==> config.mk <==
export PLATFORM = sky130hd
export DESIGN_NAME = mem_responder
export DESIGN_NICKNAME = d
export VERILOG_FILES = /design/src/rtl/mem_pkg.sv /design/src/rtl/mem_array_1rw.sv /design/src/rtl/mem_responder.sv
export SDC_FILE = /design/constraint.sdc
export NUM_CORES = 2
export LEC_CHECK = 0
export CORE_MARGIN = 5
export CORE_UTILIZATION = 35
export DETAILED_ROUTE_END_ITERATION = 10
export GPL_TIMING_DRIVEN = 1
export PLACE_DENSITY = 0.6
export SLEW_MARGIN = 15
export SYNTH_ARGS = -nofsm -noshare
export SYNTH_HDL_FRONTEND = slang
export SYNTH_SLANG_ARGS = --single-unit
==> constraint.sdc <==
create_clock -name clk -period 5.85 [get_ports clk]
set_clock_uncertainty 0.15 [all_clocks]
set_input_delay 0.8775 -clock clk [delete_from_list [all_inputs] [get_ports clk]]
set_output_delay 0.8775 -clock clk [all_outputs]
set_load 0.005 [all_outputs]
==> src/rtl/mem_pkg.sv <==
// Shared types and constants for the unified instruction/data memory responder.
package mem_pkg;

  typedef enum logic [1:0] {
    IDLE,
    WAIT,
    RESP
  } state_e;

  // Byte offset bits below the word index of a byte address.
  localparam int WORD_OFFSET_BITS = 2;

endpackage

==> src/rtl/mem_array_1rw.sv <==
// Single-port word array: synchronous write enable, asynchronous read on the same index.
module mem_array_1rw #(
  parameter int DATA_W      = 32,
  parameter int DEPTH_WORDS = 64,
  parameter int IDX_W       = $clog2(DEPTH_WORDS)
) (
  input  logic              clk,
  input  logic              we,
  input  logic [IDX_W-1:0]  addr,
  input  logic [DATA_W-1:0] wdata,
  output logic [DATA_W-1:0] rdata
);

  logic [DATA_W-1:0] mem [DEPTH_WORDS];

  // NOTE: storage arrays get no reset; contents are undefined until written.
  always_ff @(posedge clk) begin
    if (we) begin
      mem[addr] <= wdata;
    end
  end

  assign rdata = mem[addr];

endmodule

==> src/rtl/mem_responder.sv <==
// Target end of the control unit's memory interface: one request at a time,
// configurable read/write wait states, single-cycle response pulse.
module mem_responder
  import mem_pkg::*;
#(
  parameter int DATA_W      = 32,
  parameter int ADDR_W      = 32,
  parameter int DEPTH_WORDS = 64,
  parameter int RD_LAT      = 2,
  parameter int WR_LAT      = 1
) (
  input  logic              clk,
  input  logic              reset,
  input  logic              req_valid,
  input  logic              req_we,
  input  logic [ADDR_W-1:0] req_addr,
  input  logic [DATA_W-1:0] req_wdata,
  output logic              req_ready,
  output logic              rsp_valid,
  output logic [DATA_W-1:0] rsp_rdata,
  output logic              rsp_err,
  output logic              busy
);

  localparam int IDX_W   = $clog2(DEPTH_WORDS);
  localparam int WIDX_W  = ADDR_W - WORD_OFFSET_BITS;
  localparam int MAX_LAT = (RD_LAT > WR_LAT) ? RD_LAT : WR_LAT;
  localparam int CNT_W   = $clog2(MAX_LAT + 1);

  localparam logic [CNT_W-1:0]  RD_CNT  = CNT_W'(RD_LAT - 1);
  localparam logic [CNT_W-1:0]  WR_CNT  = CNT_W'(WR_LAT - 1);
  localparam logic [CNT_W-1:0]  CNT_ONE = CNT_W'(1);
  localparam logic [WIDX_W-1:0] DEPTH_L = WIDX_W'(DEPTH_WORDS);

  state_e            state_q, state_d;
  logic [CNT_W-1:0]  cnt_q, cnt_d;
  logic              we_q, we_d;
  logic              err_q, err_d;
  logic [IDX_W-1:0]  idx_q, idx_d;
  logic [DATA_W-1:0] wdata_q, wdata_d;

  logic              addr_err;
  logic [DATA_W-1:0] mem_rdata;
  logic              mem_we;

  // Misaligned or beyond the array: decided once, at acceptance.
  assign addr_err = (req_addr[WORD_OFFSET_BITS-1:0] != '0) ||
                    (req_addr[ADDR_W-1:WORD_OFFSET_BITS] >= DEPTH_L);

  // NOTE: every always_comb output gets a default first so no latch is inferred.
  always_comb begin
    state_d   = state_q;
    cnt_d     = cnt_q;
    we_d      = we_q;
    err_d     = err_q;
    idx_d     = idx_q;
    wdata_d   = wdata_q;
    req_ready = 1'b0;
    rsp_valid = 1'b0;
    busy      = 1'b1;

    unique case (state_q)
      IDLE: begin
        req_ready = 1'b1;
        busy      = 1'b0;
        if (req_valid) begin
          we_d    = req_we;
          err_d   = addr_err;
          idx_d   = req_addr[WORD_OFFSET_BITS +: IDX_W];
          wdata_d = req_wdata;
          cnt_d   = req_we ? WR_CNT : RD_CNT;
          state_d = (cnt_d == '0) ? RESP : WAIT;
        end
      end
      WAIT: begin
        cnt_d = cnt_q - CNT_ONE;
        if (cnt_q == CNT_ONE) begin
          state_d = RESP;
        end
      end
      RESP: begin
        rsp_valid = 1'b1;
        state_d   = IDLE;
      end
      default: state_d = IDLE;
    endcase
  end

  // NOTE: sequential state uses non-blocking assignments only.
  always_ff @(posedge clk or posedge reset) begin
    if (reset) begin
      state_q <= IDLE;
      cnt_q   <= '0;
      we_q    <= 1'b0;
      err_q   <= 1'b0;
      idx_q   <= '0;
      wdata_q <= '0;
    end else begin
      state_q <= state_d;
      cnt_q   <= cnt_d;
      we_q    <= we_d;
      err_q   <= err_d;
      idx_q   <= idx_d;
      wdata_q <= wdata_d;
    end
  end

  // Writes commit on the edge that closes RESP, so a reset before then drops them.
  assign mem_we = rsp_valid && we_q && !err_q;

  mem_array_1rw #(
    .DATA_W      (DATA_W),
    .DEPTH_WORDS (DEPTH_WORDS),
    .IDX_W       (IDX_W)
  ) u_array (
    .clk   (clk),
    .we    (mem_we),
    .addr  (idx_q),
    .wdata (wdata_q),
    .rdata (mem_rdata)
  );

  assign rsp_rdata = (rsp_valid && !we_q && !err_q) ? mem_rdata : '0;
  assign rsp_err   = rsp_valid && err_q;

endmodule

==> results.md <==
- Result of the run: complete, no violations
- Max Cap Viol: 0
- Violation count after the first detailed-routing iteration: 6803
- Worst-case clock buffer depth: 3
- Vias: 46.8k
- Final routed wire length divided by cell count: 33.0 µm
- Worst r2r dst: u_array.mem[27][14]
- Sum of overflow across all layers after global routing: 0
- Proportion of layout cells with a drive suffix above 1: 18.8%
- Synthesized area per cell: 18.4 µm²
- Critical Path Start: idx_q[0]
- Hold Violations, Final: 0
- Number of warnings issued by yosys: 0
- Slack of the worst reg-to-reg path: 1.02 ns
- DIE WIDTH: 488 µm
- Routability Congestion: 0.854
- Post-route ant nets: 0
- Cell at the root of the clock tree: sky130_fd_sc_hd__clkbuf_16
- Global-route wire length before repair: 355000 µm
- Post-synth net total: 4425
- Fillcell total: 20.2k
- Final nets: 4677
- Required arrival time at the worst endpoint: 4.82 ns
- Number of top-level pins: 104
- Antenna violations before repair: 5
- Capturing instance or port of the critical path: rsp_rdata[23]
- CTS tree: built
- Number of levels the H-tree was split into: 4
- Starting density of the core: 35.2%
- Final min period: 5.84 ns
- I/O Buffers: 103
- VDD IR-drop max: 530 µV
- Portion of the post-synthesis area used by sequential elements: 78.3%
- Core outline area: 0.227 mm²
- Worst reg-to-reg path cell count: 5
- Top library cells by usage in the layout, fill and taps aside: sky130_fd_sc_hd__edfxtp_1, sky130_fd_sc_hd__a221oi_1, sky130_fd_sc_hd__a22oi_1
- List of cells traversed by the critical path: buf_12 > nand2b_2 > buf_4 > o22ai_1 > a21oi_1 > o21ai_0 > a2111oi_1 > a31oi_1 > clkdlybuf4s50_1
- Max Fclk: 0.171 GHz
- Nature of the critical path endpoint: output pin
- Leakage power total: 28.6 nW
- Pwr dens: 511 mW/mm²
- Critical Setup Path Class: reg -> out
- Mapped Cells: 4356
- Arrival time worst endpoint: 4.81 ns
- Post-synthesis register bit count: 2092
- Sinks on the clock net: 2092
- First-pass iteration count of the detailed router: 8
- Slew at the pin closest to its max-slew limit: 1.21 ns
- Vias per cell: 6.00
- Min-delay worst type: in -> async
- Area growth syn-to-layout: 16.2%
- Die outline height: 488 µm
- Worst max-slew margin expressed relative to the limit: 19.0%
- Share of async-settable or async-resettable flops after synthesis: 2.10%
- Half-perimeter wire length of the detailed placement result: 152000 µm
- Row Count: 175
- Wire length after detailed routing: 257000 µm
- Via count of the first global-routing pass: 44.7k
- CP Max Fanout: 40
- Number of synthesized flops with an enable pin: 2048
- Startpoint class of the critical path: flip-flop
- Reg2reg start: idx_q[1]
- Top_reg_cell synth: sky130_fd_sc_hd__edfxtp_1
- Slew Viols, Final: 0
- Final setup viols: 0
- Clock latency on the worst-skew pair: 0.85 ns
- Most common cell after layout, fill and taps aside: sky130_fd_sc_hd__edfxtp_1
- Largest net degree at the start of global routing: 126
- Delay of the slowest cell on the worst path: 0.88 ns
- Synthesized area: 0.0800 mm²
- Final Core Density: 40.9%
- Remaining design rule violation count: 0
- Post-layout total power: 47.4 mW
- Part of the cycle the worst path needs: 99.8%
- Library cells used by synthesis: 73
- Overall die area: 0.238 mm²
- Reg clk slew, reported paths: 0.07 ns
- Cell with the largest stage delay on the worst path: sky130_fd_sc_hd__a2111oi_1
- Number of buffers inserted during clock tree synthesis: 205
- Tot GR Track Use: 20.9%
-- area by class of cell --
| type | instances | area [µm²] | share of cell area (%) |
|---|---|---|---|
| Sequential cell | 2092 | 62700 | 67.5 |
| Multi-Input combinational cell | 1936 | 16200 | 17.4 |
| Clock buffer | 263 | 5480 | 5.90 |
| Tap cell | 3009 | 3760 | 4.05 |
| Timing Repair Buffer | 366 | 3590 | 3.87 |
| Clock inverter | 117 | 1140 | 1.23 |
| Inverter | 7 | 36.3 | 0.0391 |
| Antenna cell | 2 | 5.00 | 0.00539 |
-- sequential cells by signal, indices dropped and copies added (netlist names) --
name	count
we_q	1
cnt_q	2
state_q	2
wdata_q	32
idx_q	6
u_array.mem	2048
err_q	1
-- report_power, final --
group	internal, mW	switching (mW)
combinational	4.43	10.3
clock	7.42	5.67
sequential	18.9	0.736
-- critical path, delay by kind of cell, from the launching register on --
kind	cells	cell delay (ns)
and+or+nand+nor	1	0.28
AOI/OAI and AO/OA	5	1.84
DFF	1	0.67
buffers and inverters	3	1.11
-- worst min path at each step --
stage                            from          end  slack (ns)  cells after the start
final                           reset     cnt_q[1]        0.32                      2
after global routing            reset     cnt_q[1]        0.36                      2
after CTS                       reset     cnt_q[1]        0.33                      2
after detailed placement   wdata_q[3]   wdata_q[3]        0.35                      1
after global placement    wdata_q[11]  wdata_q[11]        0.35                      1
after floorplan            state_q[1]   state_q[1]        0.33                      1
-- logic make-up (layout without fill, tap and decap cells) --
kind of cell / after synthesis / after routing / synth area share, %
other: 0 / 2 / 0
muxes: 399 / 399 / 6.26
DFF: 2092 / 2092 / 78.3
and+or+nand+nor: 355 / 358 / 2.05
adders and majority gates: 1 / 1 / 0.0156
AOI/OAI and AO/OA: 1178 / 1178 / 11.1
buffers and inverters: 331 / 753 / 2.25
-- Yosys cell counts (8+ instances only) --
cell type | n | share of area (%)
sky130_fd_sc_hd__a21oi_1 | 117 | 0.73
sky130_fd_sc_hd__nand3_1 | 8 | 0.050
sky130_fd_sc_hd__a41oi_1 | 15 | 0.16
sky130_fd_sc_hd__o2bb2ai_1 | 11 | 0.12
sky130_fd_sc_hd__buf_4 | 36 | 0.34
sky130_fd_sc_hd__a31oi_1 | 42 | 0.33
sky130_fd_sc_hd__a22o_1 | 49 | 0.54
sky130_fd_sc_hd__dfrtp_1 | 44 | 1.4
sky130_fd_sc_hd__a222oi_1 | 23 | 0.29
sky130_fd_sc_hd__nor3_1 | 42 | 0.26
sky130_fd_sc_hd__nand2_1 | 60 | 0.28
sky130_fd_sc_hd__o221ai_1 | 15 | 0.16
sky130_fd_sc_hd__buf_2 | 111 | 0.69
sky130_fd_sc_hd__mux2_1 | 18 | 0.25
sky130_fd_sc_hd__a22oi_1 | 250 | 2.3
sky130_fd_sc_hd__o21ai_0 | 119 | 0.74
sky130_fd_sc_hd__clkbuf_1 | 116 | 0.54
sky130_fd_sc_hd__and2_1 | 10 | 0.078
sky130_fd_sc_hd__o22ai_1 | 105 | 0.82
sky130_fd_sc_hd__nor2_1 | 170 | 0.80
sky130_fd_sc_hd__mux2_2 | 120 | 1.7
sky130_fd_sc_hd__o21a_1 | 8 | 0.075
sky130_fd_sc_hd__mux4_2 | 66 | 1.9
sky130_fd_sc_hd__mux2i_1 | 193 | 2.4
sky130_fd_sc_hd__nand2b_1 | 8 | 0.063
sky130_fd_sc_hd__a221oi_1 | 303 | 3.3
sky130_fd_sc_hd__buf_6 | 37 | 0.52
sky130_fd_sc_hd__o22a_1 | 25 | 0.27
sky130_fd_sc_hd__nor4_1 | 11 | 0.086
sky130_fd_sc_hd__a211oi_1 | 8 | 0.075
sky130_fd_sc_hd__edfxtp_1 | 2048 | 77
sky130_fd_sc_hd__a221o_1 | 41 | 0.51
sky130_fd_sc_hd__buf_1 | 24 | 0.11
-- layer usage --
layer	GRT usage, %	part of all wire (%)	up-vias
met5	0	0	-
met4	9.70	5.2	0
met3	3.70	9.8	507
met2	33.1	47	3017
met1	28.1	38	24424
li1	-	-	18827
-- through the flow --
stage | setup WS, ns | cell area, µm² | setup TNS [ns] | cells | hold WS (ns)
floorplan | 2.36 | 80000 | 0 | 4356 | 0.333
global placement | 0.511 | 86100 | 0 | 7404 | 0.351
detailed placement | 0.543 | 86100 | 0 | 7404 | 0.354
CTS | 0.0302 | 92800 | 0 | 7790 | 0.327
global route | -0.000336 | 92900 | -0.000336 | 7790 | 0.358
finish | 0.0119 | 92900 | 0 | 7792 | 0.320
-- repair_timing --
item | in CTS | in global routing
setup endpoints to repair | 9 | 3
setup buffers | 3 | 0
gates cloned | 3 | 0
hold buffers | 0 | 0
pin swaps | 3 | 0
resized for setup | 9 | 4
Power figures use the tool's default switching activity.
